`config.mk`:
```
export PLATFORM = sky130hd
export DESIGN_NAME = vga_timing
export DESIGN_NICKNAME = d
export VERILOG_FILES = /design/src/rtl/vga_timing.sv
export SDC_FILE = /design/constraint.sdc
export NUM_CORES = 1
export LEC_CHECK = 0
export BUFFER_PORTS_ARGS = -buffer_cell sky130_fd_sc_hd__buf_2
export CAP_MARGIN = 20
export CORE_UTILIZATION = 53
export DETAILED_ROUTE_END_ITERATION = 7
export PLACE_DENSITY = 0.84
export SLEW_MARGIN = 20
export SYNTH_ARGS = -nofsm -noshare
export SYNTH_HDL_FRONTEND = slang
export SYNTH_SLANG_ARGS = --single-unit
```
`constraint.sdc`:
```
create_clock -name CLOCK_25 -period 2.07 [get_ports CLOCK_25]
set_clock_uncertainty 0.2 [all_clocks]
set_input_delay 0.207 -clock CLOCK_25 [delete_from_list [all_inputs] [get_ports CLOCK_25]]
set_output_delay 0.207 -clock CLOCK_25 [all_outputs]
set_load 0.01 [all_outputs]
```
`src/rtl/vga_timing.sv`:
```
// 640x480@60 raster generator: combinational 1-based x/y/video_active from the counters; blanked rgb,
// syncs and frame_start registered one cycle behind x/y. There is no backpressure: the raster free-runs.
module vga_timing #(
    parameter int H_VISIBLE       = 640,
    parameter int H_FRONT         = 16,
    parameter int H_SYNC          = 96,
    parameter int H_BACK          = 48,
    parameter int V_VISIBLE       = 480,
    parameter int V_FRONT         = 10,
    parameter int V_SYNC          = 2,
    parameter int V_BACK          = 33,
    parameter bit SYNC_ACTIVE_LOW = 1'b1
) (
    input  logic        CLOCK_25,
    input  logic        RESET,
    input  logic [2:0]  color,
    output logic [11:0] x,
    output logic [11:0] y,
    output logic        video_active,
    output logic [2:0]  vga_rgb,
    output logic        hsync,
    output logic        vsync,
    output logic        frame_start
);

    localparam int   H_TOTAL  = H_VISIBLE + H_FRONT + H_SYNC + H_BACK;
    localparam int   V_TOTAL  = V_VISIBLE + V_FRONT + V_SYNC + V_BACK;
    localparam logic SYNC_ON  = !SYNC_ACTIVE_LOW;
    localparam logic SYNC_OFF = SYNC_ACTIVE_LOW;

    logic [11:0] h_cnt_q, h_cnt_d;
    logic [11:0] v_cnt_q, v_cnt_d;
    logic [2:0]  rgb_q, rgb_d;
    logic        hsync_q, hsync_d;
    logic        vsync_q, vsync_d;
    logic        frame_start_q, frame_start_d;
    logic        h_sync_win, v_sync_win;

    assign video_active = (h_cnt_q < 12'(H_VISIBLE)) && (v_cnt_q < 12'(V_VISIBLE));
    assign x            = video_active ? h_cnt_q + 12'd1 : 12'd0;
    assign y            = video_active ? v_cnt_q + 12'd1 : 12'd0;

    assign h_sync_win = (h_cnt_q >= 12'(H_VISIBLE + H_FRONT)) &&
                        (h_cnt_q <= 12'(H_VISIBLE + H_FRONT + H_SYNC - 1));
    assign v_sync_win = (v_cnt_q >= 12'(V_VISIBLE + V_FRONT)) &&
                        (v_cnt_q <= 12'(V_VISIBLE + V_FRONT + V_SYNC - 1));

    always_comb begin
        h_cnt_d = h_cnt_q + 12'd1;
        v_cnt_d = v_cnt_q;
        if (h_cnt_q == 12'(H_TOTAL - 1)) begin
            h_cnt_d = 12'd0;
            v_cnt_d = (v_cnt_q == 12'(V_TOTAL - 1)) ? 12'd0 : v_cnt_q + 12'd1;
        end
    end

    // Pin-side values are computed from the current counters, so they land one cycle after x/y.
    always_comb begin
        rgb_d         = video_active ? color : 3'b000;
        hsync_d       = h_sync_win ? SYNC_ON : SYNC_OFF;
        vsync_d       = v_sync_win ? SYNC_ON : SYNC_OFF;
        frame_start_d = (h_cnt_q == 12'd0) && (v_cnt_q == 12'd0);
    end

    always_ff @(posedge CLOCK_25) begin
        if (RESET) begin
            h_cnt_q       <= 12'd0;
            v_cnt_q       <= 12'd0;
            rgb_q         <= 3'b000;
            hsync_q       <= SYNC_OFF;
            vsync_q       <= SYNC_OFF;
            frame_start_q <= 1'b0;
        end else begin
            h_cnt_q       <= h_cnt_d;
            v_cnt_q       <= v_cnt_d;
            rgb_q         <= rgb_d;
            hsync_q       <= hsync_d;
            vsync_q       <= vsync_d;
            frame_start_q <= frame_start_d;
        end
    end

    assign vga_rgb     = rgb_q;
    assign hsync       = hsync_q;
    assign vsync       = vsync_q;
    assign frame_start = frame_start_q;

endmodule

```
# Word-level counts from Yosys, hierarchy flattened

Index checks and enable logic that the tools add are counted.

Multiplexer cells: 5
Equal/unequal tests: 2
Magnitude comparators: 6
Reduce and logical (&&, ||, !) cells: 8
Bitwise operators: 1
Add/sub/neg operators: 2

Operators with widths:

| operator                | count |
|---|---|
| $mux W12                | 3 |
| $add A12 B1 Y12 const B | 2 |
| $eq A12 B10 Y1 const B  | 2 |
| $logic_not A12 Y1       | 2 |
| $ge A12 B10 Y1 const B  | 1 |
| $ge A12 B9 Y1 const B   | 1 |
| $le A12 B10 Y1 const B  | 1 |
| $le A12 B9 Y1 const B   | 1 |
| $lt A12 B10 Y1 const B  | 1 |
| $lt A12 B9 Y1 const B   | 1 |
| $logic_and A1 B1 Y1     | 4 |
| $reduce_or A2 Y1        | 2 |
| $mux W1                 | 2 |
| $not A1 Y1              | 1 |

Input port bits: 5
Logic and storage cells: 30
Register bits after elaboration: 30
Output and inout bits: 31

# Depth between registers and ports, before layout

Depth after elaboration: 4
Depth in mapped cells: 7
Depth with buffers taken out: 6

# Worst setup path after synthesis

Ideal clock, no wire load.

Kind: register to register
From: register h_cnt_q[0]
To: register v_cnt_q[5]
Clock period less this slack: 1.858 ns
Arrival: 1.523 ns
Data required time: 1.735 ns
Stages on the path, launching flop included: 7
Path buffers: 1
Setup slack: 0.212 ns
Setup time: 0.135 ns
Cell sequence: dfxtp_1 -> ha_1 -> nand3_1 -> nor4_1 -> or2_2 -> buf_4 -> a31oi_1

Cells in the longest elaborated chain, start to end: 1

RTL lines:

| what                   | RTL line | RTL |
|---|---|---|
| start, declared        | 31       | `logic [11:0] h_cnt_q, h_cnt_d;` |
| start signal, assigned | 74       | `h_cnt_q <= h_cnt_d;` |
| $eq A12 B10 Y1         | 51       | `if (h_cnt_q == 12'(H_TOTAL - 1)) begin` |
| end signal, assigned   | 75       | `v_cnt_q <= v_cnt_d;` |
| end, declared          | 32       | `logic [11:0] v_cnt_q, v_cnt_d;` |

No other way between the ends.
A chain may end at the register's enable or synchronous reset.

# Final worst setup path

From: register h_cnt_q[1]
To: output port x[8]

Cells in the longest elaborated chain, start to end: 3
Elaborated cells between the ends (all ways): 4
Those cells by class: add/sub (1); order compare (1); mux (1); reduce/logical (1)

RTL lines:

| what                | RTL line | RTL |
|---|---|---|
| $lt A12 B10 Y1      | 39       | `assign video_active = (h_cnt_q < 12'(H_VISIBLE)) && (v_cnt_q < 12'(V_VISIBLE));` |
| $logic_and A1 B1 Y1 | 39       |  |
| $mux W12 (*)        | 40       | `assign x = video_active ? h_cnt_q + 12'd1 : 12'd0;` |
| end, declared       | 17       | `output logic [11:0] x,` |

Mark *: on every way between the ends. The rest lies on a longest branch, timed or not.

==> out/results.ini <==
[run_status]
run_status = finished, violations left
violations = design-rule violations, negative setup slack

[setup_path]
rr_startpoint = h_cnt_q[1]
cp_cell_sequence = ha_1 -> nand3_1 -> nor2_4 -> xnor2_2 -> nor2_1 -> buf_2
cp_max_fo = 4
max_stage_delay_ns = 0.35
path_class = flop to primary output
r2r-end = v_cnt_q[4]
endpoint_kind = primary output
critical-path-top-delay-family = simple AND/OR/NAND/NOR gates
reg2regPathDepth = 6
reg2reg_slack_ns = -0.01
timing.critical_path.buf_inv = 1
worstPathArrival_ns = 1.70
startpoint_type = flop
slowest_stage = dfxtp_1
cp.required_ns = 1.66
crit_start = h_cnt_q[1]

[layout]
diodes = 0
drive_gt1_frac = 0.332
final_nets = 268
multi_input_area_um2 = 978
nFillCells = 211
seq_area_um2 = 626
synthToLayoutAreaGrowth_pct = 27.6

[route]
vias_per_cell = 5.81
routed_wirelength_um = 4250
vias = 1684
dr.pass1.iters = 7
wire_per_inst_um = 14.6
ant_nets = 0
drtIter0Drc = 105
route.detailed.drc = 2

[power_and_ir_drop]
power_density_nw_per_um2 = 468
ir_drop_v = 0.000356
total_power_mw = 0.987
p_leak_nw = 0.862

[place]
dpl.hpwl_um = 2670
gp_congestion = 0.894
numPortBuffers = 30

[clock_network]
cts_buffers = 5
htreeDepth = 2
tritoncts = yes
clk_transition_reported_paths_ns = 0.09
cts.sinks = 30
clk_latency_ns = 0.33
root_buffer = clkbuf_4
cts_buffer_depth = 2

[hold_path]
hp-start = RESET
hold_depth = 3
hp-class = primary input to flop
hold_end = v_cnt_q[0]

[synthesis]
ys.warnings.count = 0
synth_cells = 208
synth_edf_count = 0
synthFlopType = dfxtp_1
synthesis.area_um2 = 1650
yosysTopAreaCellShare = 0.363
synth-seq-area-share = 0.363
yosysMostFrequentCell = nor2_1
synth_commonest_cells = nor2_1 (40), dfxtp_1 (30), xnor2_1 (14)
yosysTopAreaCell = dfxtp_1
ys_top_cells_by_area = dfxtp_1 (36%), nor2_1 (9.1%), xnor2_1 (7.4%)
synth.avg_cell_area_um2 = 7.95
synth-seq-cells = 30
ys_async_sr_fraction = 0
synth_cell_types = 34

[floorplanning]
row_count = 19
dieHeight_um = 57.8
die_x_um = 57.8
ios = 36
start_util = 0.579
dieArea_um2 = 3350
core_um2 = 2850

[timing]
period_share = 1.02
rsz0062_at_grt = yes
setup_viol = 2
post-route-worst-setup-slack_ns = -0.0406
fin_crit_ns = 2.11
whs_ns = 0.0332
slew_viol_final = 0
max_freq_mhz = 474
hold_viol = 0

[global_routing]
grt_max_degree = 16
grt_pass1_vias = 1419
grt_use_total = 0.246
grt_remaining_overflow = 0
grt_pass1_wl_um = 6280
antenna_found_initial = 0

[job]
maxCapViolCount = 0

[final cells by class]
type | instances | area share
timing repair buffer | 57 | 0.179
sequential | 30 | 0.297
tap | 31 | 0.0184
clock buffer | 7 | 0.0214
multi-input combinational | 153 | 0.464
inverter | 12 | 0.0214
[tightest hold or removal path: cells and delay by family]
kind,cells,cell delay [ns]
compound gates,1,0.05
buf+inv,2,0.27
[placed cells by master (no fill, tap or decap), types with 2 or more instances in the layout]
master and n:
clkbuf_1 2, a31oi_1 12, nor4_1 5, buf_4 22
nor2_2 3, nor2_1 36, nand3b_1 6, inv_1 12
o22ai_1 4, nor3_1 7, and2_1 3, xnor2_1 12
xnor2_2 2, dlygate4sd3_1 3, nand4_1 9, dfxtp_1 18
buf_2 30, nand3_1 10, nand2_1 8, ha_1 3
a21oi_1 2, dfxtp_4 4, xor2_1 4, or3_1 3
and3_1 2, conb_1 5, clkbuf_4 5, dfxtp_2 8
[metrics by stage]
| step | std cells | TNS, ns | cell area, µm² | util | setup slack [ns] |
|---|---|---|---|---|---|
| final | 290 | -0.0552 | 2110 | 0.739 | -0.0406 |
| after global routing | 290 | -0.913 | 2110 | 0.739 | -0.136 |
| after CTS | 281 | 0 | 1960 | 0.689 | 0.0155 |
| after detailed placement | 269 | 0 | 1850 | 0.650 | 0.192 |
| after global placement | 269 | 0 | 1850 | 0.650 | 0.246 |
| after floorplan | 212 | 0 | 1670 | - | 0.212 |
[how the worst max path moves through the flow]
stage	end	slack (ns)	cells after the start
6_report	x[8]	-0.04	6
5_1_grt	x[9]	-0.14	6
4_1_cts	y[8]	0.02	6
3_5_place_dp	v_cnt_q[4]	0.19	5
3_3_place_gp	v_cnt_q[2]	0.25	5
2_1_floorplan	v_cnt_q[5]	0.21	6
[timing repair]
item                                    in CTS  in global routing
setup buffers                                2                  9
gates cloned                                 0                  0
pin swaps                                    0                 11
resized for setup                            8                 23
endpoints found under the hold margin        3                  0
endpoints found under the setup margin       4                 20
hold buffers                                 3                  0
[routing by layer]
layer	wire length, µm	track usage
met2	2000	0.371
met4	138	0.150
met1	1840	0.321
met5	0	0
met3	267	0.0536
[power by group]
part	leakage, nW	internal (mW)	switching (mW)
clock	0.0254	0.128	0.189
combinational	0.586	0.0379	0.0451
sequential	0.251	0.581	0.00581
[registers in the layout, summed over array words and instances, names as in the netlist]
signal and flops:
vsync 1, v_cnt_q 12, frame_start 1, h_cnt_q 12
hsync 1, vga_rgb 3
[kinds of logic after synthesis]
logic type / Yosys count / share of synthesized area
AOI/OAI and AO/OA: 20 / 0.0749
other: 1 / 0.00227
and+or+nand+nor: 106 / 0.338
adders and majority gates: 4 / 0.0303
xor gates and xnor gates: 18 / 0.0954
buffers and inverters: 29 / 0.0961
DFF: 30 / 0.363
Note: power is estimated with default switching activity, not from simulation.
